[src/rtl/seq_divider.sv]
// rtl/seq_divider.sv - multi-cycle restoring integer divider, signed/unsigned, one quotient bit per clock
module seq_divider #(
  parameter int WIDTH = 32
) (
  input  logic               clk,
  input  logic               rst_n,
  input  logic               div_en,
  input  logic               div_signed,
  input  logic               cancel,
  input  logic [WIDTH-1:0]   operand_1,
  input  logic [WIDTH-1:0]   operand_2,
  output logic               busy,
  output logic               done,
  output logic               div_by_zero,
  output logic [2*WIDTH-1:0] result
);

  localparam int CNT_W = $clog2(WIDTH + 1);

  typedef enum logic [1:0] {IDLE, CALC, FIX, DONE} state_t;

  state_t state, state_next;

  logic             s1, s2;
  logic [WIDTH-1:0] rem, quo, dvs;
  logic [CNT_W-1:0] cnt;

  logic             start;
  logic [WIDTH-1:0] mag_1, mag_2;
  logic [WIDTH:0]   shifted, trial;
  logic [WIDTH-1:0] quo_fix, rem_fix;

  // Accept a start only from IDLE with no flush; operands reduce to magnitudes
  always_comb begin
    start = (state == IDLE) && div_en && !cancel;
    mag_1 = (div_signed && operand_1[WIDTH-1]) ? -operand_1 : operand_1;
    mag_2 = (div_signed && operand_2[WIDTH-1]) ? -operand_2 : operand_2;
  end

  // Restoring step: bring in the next dividend bit and subtract if the divisor fits
  always_comb begin
    shifted = {rem, quo[WIDTH-1]};
    trial   = shifted - {1'b0, dvs};
  end

  // Sign correction; with a zero divisor the quotient register still holds |dividend|
  always_comb begin
    if (dvs == '0) begin
      quo_fix = '1;
      rem_fix = s1 ? -quo : quo;
    end else begin
      quo_fix = (s1 ^ s2) ? -quo : quo;
      rem_fix = s1 ? -rem : rem;
    end
  end

  // State register
  always_ff @(posedge clk or negedge rst_n) begin
    if (!rst_n) begin
      state <= IDLE;
    end else begin
      state <= state_next;
    end
  end

  // Next-state and handshake outputs; a flush overrides every transition
  always_comb begin
    state_next = state;
    busy       = 1'b0;
    done       = 1'b0;
    case (state)
      IDLE: begin
        if (start) begin
          state_next = (operand_2 == '0) ? FIX : CALC;
        end
      end
      CALC: begin
        busy = 1'b1;
        if (cnt == CNT_W'(1)) begin
          state_next = FIX;
        end
      end
      FIX: begin
        busy       = 1'b1;
        state_next = DONE;
      end
      DONE: begin
        busy       = 1'b1;
        done       = 1'b1;
        state_next = IDLE;
      end
      default: state_next = IDLE;
    endcase
    if (cancel) begin
      state_next = IDLE;
    end
  end

  // Operand capture, iteration, and result registration at the FIX edge
  always_ff @(posedge clk or negedge rst_n) begin
    if (!rst_n) begin
      s1          <= 1'b0;
      s2          <= 1'b0;
      rem         <= '0;
      quo         <= '0;
      dvs         <= '0;
      cnt         <= '0;
      result      <= '0;
      div_by_zero <= 1'b0;
    end else if (start) begin
      s1  <= div_signed & operand_1[WIDTH-1];
      s2  <= div_signed & operand_2[WIDTH-1];
      rem <= '0;
      quo <= mag_1;
      dvs <= mag_2;
      cnt <= CNT_W'(WIDTH);
    end else if (!cancel) begin
      if (state == CALC) begin
        rem <= trial[WIDTH] ? shifted[WIDTH-1:0] : trial[WIDTH-1:0];
        quo <= {quo[WIDTH-2:0], ~trial[WIDTH]};
        cnt <= cnt - CNT_W'(1);
      end else if (state == FIX) begin
        result      <= {rem_fix, quo_fix};
        div_by_zero <= (dvs == '0);
      end
    end
  end

endmodule

[config.mk]
export PLATFORM = sky130hd
export DESIGN_NAME = seq_divider
export DESIGN_NICKNAME = d
export VERILOG_FILES = /design/src/rtl/seq_divider.sv
export SDC_FILE = /design/constraint.sdc
export NUM_CORES = 1
export LEC_CHECK = 0
export CORE_ASPECT_RATIO = 0.8
export CORE_MARGIN = 2
export CORE_UTILIZATION = 59
export DETAILED_ROUTE_END_ITERATION = 8
export DONT_BUFFER_PORTS = 1
export GPL_ROUTABILITY_DRIVEN = 1
export PLACE_DENSITY = 0.78
export SLEW_MARGIN = 5
export SYNTH_ARGS = -nofsm -noshare
export SYNTH_HDL_FRONTEND = slang
export SYNTH_SLANG_ARGS = --single-unit
[constraint.sdc]
create_clock -name clk -period 3 [get_ports clk]
set_clock_uncertainty 0.15 [all_clocks]
set_input_delay 0.6 -clock clk [delete_from_list [all_inputs] [get_ports clk]]
set_output_delay 0.6 -clock clk [all_outputs]
set_load 0.005 [all_outputs]
==> reports/metrics.json <==
{
  "cts-root-to-sink-buffers": {"value": 2},
  "finalMaxSlewViolations": {"value": 0},
  "gr-total-overflow": {"value": 0},
  "post_synth_edffs": {"value": 0},
  "post-route-period-util": {"value": 104.7, "unit": "%"},
  "place_hpwl": {"value": 27290, "unit": "um"},
  "placedCellCount": {"value": 1846},
  "clock_transition_at_the_registers_of_the_reported_paths": {"value": 0.07, "unit": "ns"},
  "synth.lib_cells_used.distinct": {"value": 70},
  "firstDrtPassIters": {"value": 6},
  "grt_pass1_wl": {"value": 57280, "unit": "um"},
  "fp.dieH": {"value": 132.7, "unit": "um"},
  "initialDrtViolationCount": {"value": 1311},
  "cell_area_power_density": {"value": 1304, "unit": "nW/um^2"},
  "syn_area": {"value": 12210, "unit": "um^2"},
  "cts_tree": {"value": "built"},
  "ir_drop": {"value": 0.6955, "unit": "mV"},
  "timing.final.hold_violations": {"value": 171},
  "syn_to_final_growth": {"value": 16.90, "unit": "%"},
  "failed_checks": {"value": "negative hold slack, negative setup slack"},
  "dp_worst_setup_slack": {"value": -0.1360, "unit": "ns"},
  "post_detailed_placement_cell_area": {"value": 13330, "unit": "um^2"},
  "cts_max_level": {"value": 4},
  "total_leakage_power": {"value": 6.304, "unit": "nW"},
  "clk-insertion-delay-late": {"value": 0.44, "unit": "ns"},
  "floorplan.initialDensity": {"value": 59.50, "unit": "%"},
  "netlist_instances": {"value": 1538},
  "finalWeightedCongestion": {"value": 0.9925},
  "clock_sink_count": {"value": 171},
  "whs": {"value": -0.3068, "unit": "ns"},
  "final-instance-count-excl-fill": {"value": 1898},
  "route.antenna.remaining_nets": {"value": 0},
  "layout.cell_area.non_filler": {"value": 14270, "unit": "um^2"},
  "layout_setup_ws": {"value": -0.1396, "unit": "ns"},
  "critPathRequiredTime": {"value": 3.17, "unit": "ns"},
  "final_period_minus_worst_setup_slack": {"value": 3.140, "unit": "ns"},
  "share_of_layout_cells_above_drive_strength_1": {"value": 15.65, "unit": "%"},
  "slew_headroom": {"value": 40.89, "unit": "%"},
  "grt_pass1_vias": {"value": 10970},
  "synth.yosys.warnings": {"value": 0},
  "final_common_cell": {"value": "sky130_fd_sc_hd__nand2_1"},
  "syn-mean-instance-area": {"value": 7.940, "unit": "um^2"},
  "synth_sequential_area_ratio": {"value": 35.04, "unit": "%"},
  "worst-setup-path-type": {"value": "flop to flop"},
  "synth-async-reset-ratio": {"value": 100.0, "unit": "%"},
  "antenna_cells_inserted": {"value": 0},
  "timing.hold.worst.class": {"value": "input pin to async pin"},
  "synth_seq_cells": {"value": 171},
  "synth_nets": {"value": 1651},
  "cap_violations": {"value": 0},
  "floorplan.die_area": {"value": 21870, "unit": "um^2"},
  "worst_setup_path_start_kind": {"value": "flop"},
  "drc_errors": {"value": 0},
  "numPortBuffers": {"value": 0},
  "tightestPinTransition": {"value": 0.8866, "unit": "ns"},
  "fin_nets": {"value": 1729},
  "per_cell_routed_wire_length": {"value": 19.40, "unit": "um"},
  "fillerInstances": {"value": 1582},
  "grt_max_degree": {"value": 172},
  "vias": {"value": 11660},
  "critPathCaptureType": {"value": "flop"},
  "die-width": {"value": 164.9, "unit": "um"},
  "detail_route.vias_per_cell": {"value": 6.142},
  "run_status": {"value": "complete, but fails checks"},
  "cts-root-buf": {"value": "sky130_fd_sc_hd__clkbuf_16"},
  "grt_use_total": {"value": 33.68, "unit": "%"},
  "unrepaired_setup_endpoints_after_global_routing": {"value": "true"},
  "cts_inserted_buffers": {"value": 17},
  "dominantRegCellSynth": {"value": "sky130_fd_sc_hd__dfrtp_1"},
  "finalSetupViolCount": {"value": 33},
  "worstPathArrival": {"value": 3.31, "unit": "ns"},
  "io_pins": {"value": 136},
  "row_count": {"value": 47},
  "core": {"value": 20520, "unit": "um^2"},
  "grt_antenna_before_repair": {"value": 2},
  "timing.fmax": {"value": 318.5, "unit": "MHz"},
  "wl_final": {"value": 36820, "unit": "um"},
  "commonest_cells_after_routing_fill_and_taps_aside": {"value": "sky130_fd_sc_hd__nand2_1, sky130_fd_sc_hd__dfrtp_1, sky130_fd_sc_hd__buf_4, sky130_fd_sc_hd__o21ai_0, sky130_fd_sc_hd__nor2_1"},
  "worstPathMaxFanout": {"value": 6}
}
## report_power, final
part,switching (W),total [W],internal [W]
combinational,0.00657,0.0120,0.00547
clock,0.00104,0.00212,0.00109
sequential,0.00112,0.00445,0.00333
total,0.00873,0.0186,0.00988
## cells in the mapped netlist, types with 19 or more instances
| master | count | area share [%] |
|---|---|---|
| sky130_fd_sc_hd__a21oi_1 | 125 | 5.1 |
| sky130_fd_sc_hd__clkbuf_1 | 78 | 2.4 |
| sky130_fd_sc_hd__dfrtp_1 | 171 | 35 |
| sky130_fd_sc_hd__ha_1 | 43 | 4.4 |
| sky130_fd_sc_hd__inv_1 | 55 | 1.7 |
| sky130_fd_sc_hd__mux2i_1 | 30 | 2.5 |
| sky130_fd_sc_hd__nand2_1 | 239 | 7.3 |
| sky130_fd_sc_hd__nand3_1 | 19 | 0.78 |
| sky130_fd_sc_hd__nor2_1 | 128 | 3.9 |
| sky130_fd_sc_hd__nor3_1 | 22 | 0.90 |
| sky130_fd_sc_hd__nor4_1 | 21 | 1.1 |
| sky130_fd_sc_hd__o21ai_0 | 142 | 5.8 |
| sky130_fd_sc_hd__o21ai_1 | 62 | 2.5 |
| sky130_fd_sc_hd__o31ai_1 | 36 | 2.2 |
| sky130_fd_sc_hd__or3_1 | 24 | 1.2 |
| sky130_fd_sc_hd__xnor2_1 | 78 | 5.6 |
| sky130_fd_sc_hd__xor2_1 | 92 | 6.6 |
## final cells by class
type | instances | area, um^2 | share of cell area (%)
tap | 269 | 336.6 | 2.358
inverter | 55 | 206.4 | 1.446
clock buffer | 17 | 425.4 | 2.980
timing repair buffer | 157 | 1286 | 9.010
multi-input combinational | 1214 | 7607 | 53.29
sequential | 171 | 4283 | 30.00
clock inverter | 15 | 130.1 | 0.9116
## final timing paths
path / start / endpoint / slack, ns / cells past startpoint
min: rst_n / result[22] / -0.31 / 0
min reg2reg: result[33] / result[33] / 0.35 / 2
min in group clk: cancel / state[0] / 0.07 / 1
max in group asynchronous: rst_n / rem[16] / 2.72 / 0
max: quo[31] / rem[5] / -0.14 / 15
max reg2reg: quo[31] / rem[5] / -0.14 / 15
## through the flow
stage	setup TNS [ns]	util, %	hold slack, ns	power (W)
CTS	-1.862	68.27	-0.3197	0.01789
finish	-3.070	69.55	-0.3068	0.01861
global route	-7.149	69.55	-0.3214	0.01990
detailed placement	-3.494	64.93	0.1597	0.01523
floorplan	-1.544	-	0.1544	0.01165
global placement	-0.9917	64.93	0.1611	0.01479
## cells by family (layout without fill, tap and decap cells)
logic type,after synthesis,after routing,synth area share (%)
fa+ha+maj,44,44,4.570
buf+inv,153,244,4.846
mux,31,31,2.643
flops,171,171,35.04
xor+xnor,171,171,12.42
compound gates,447,447,21.20
simple gates,521,521,19.28
## what timing repair did
item | in CTS | in global routing
hold endpoints to repair | 171 | 171
endpoints found under the setup margin | 33 | 54
cloned | 1 | 2
buffers inserted | 6 | 13
gates resized for setup | 14 | 38
pin swaps | 13 | 18
## registers in the layout, indices dropped and copies added (netlist names), 2 cells and up
register	cells
dvs	32
rem	32
state	2
cnt	6
quo	32
result	64
## per-layer routing
metal / vias up / GRT usage [%] / share of wire (%) / wire length [um]
li1: 5489 / - / - / -
met1: 5537 / 48.94 / 44 / 16180
met2: 553 / 47.72 / 43 / 15760
met3: 77 / 10.50 / 11 / 3937
met4: 2 / 11.01 / 2.5 / 938
met5: - / 0 / 0.027 / 10
## critical path, cell delays in order (launching register included)
cell and delay [ns]:
sky130_fd_sc_hd__dfrtp_1 0.39, sky130_fd_sc_hd__inv_2 0.09, sky130_fd_sc_hd__ha_4 0.15, sky130_fd_sc_hd__fa_2 0.20
sky130_fd_sc_hd__nand2b_4 0.12, sky130_fd_sc_hd__a21o_1 0.17, sky130_fd_sc_hd__a21oi_4 0.08, sky130_fd_sc_hd__o31a_1 0.31
sky130_fd_sc_hd__a211oi_2 0.24, sky130_fd_sc_hd__o21bai_1 0.12, sky130_fd_sc_hd__a21oi_2 0.24, sky130_fd_sc_hd__xnor2_4 0.16
sky130_fd_sc_hd__buf_6 0.16, sky130_fd_sc_hd__buf_12 0.13, sky130_fd_sc_hd__mux2i_1 0.21, sky130_fd_sc_hd__o21ai_1 0.08
No activity file was read; power rests on OpenSTA's default activity.
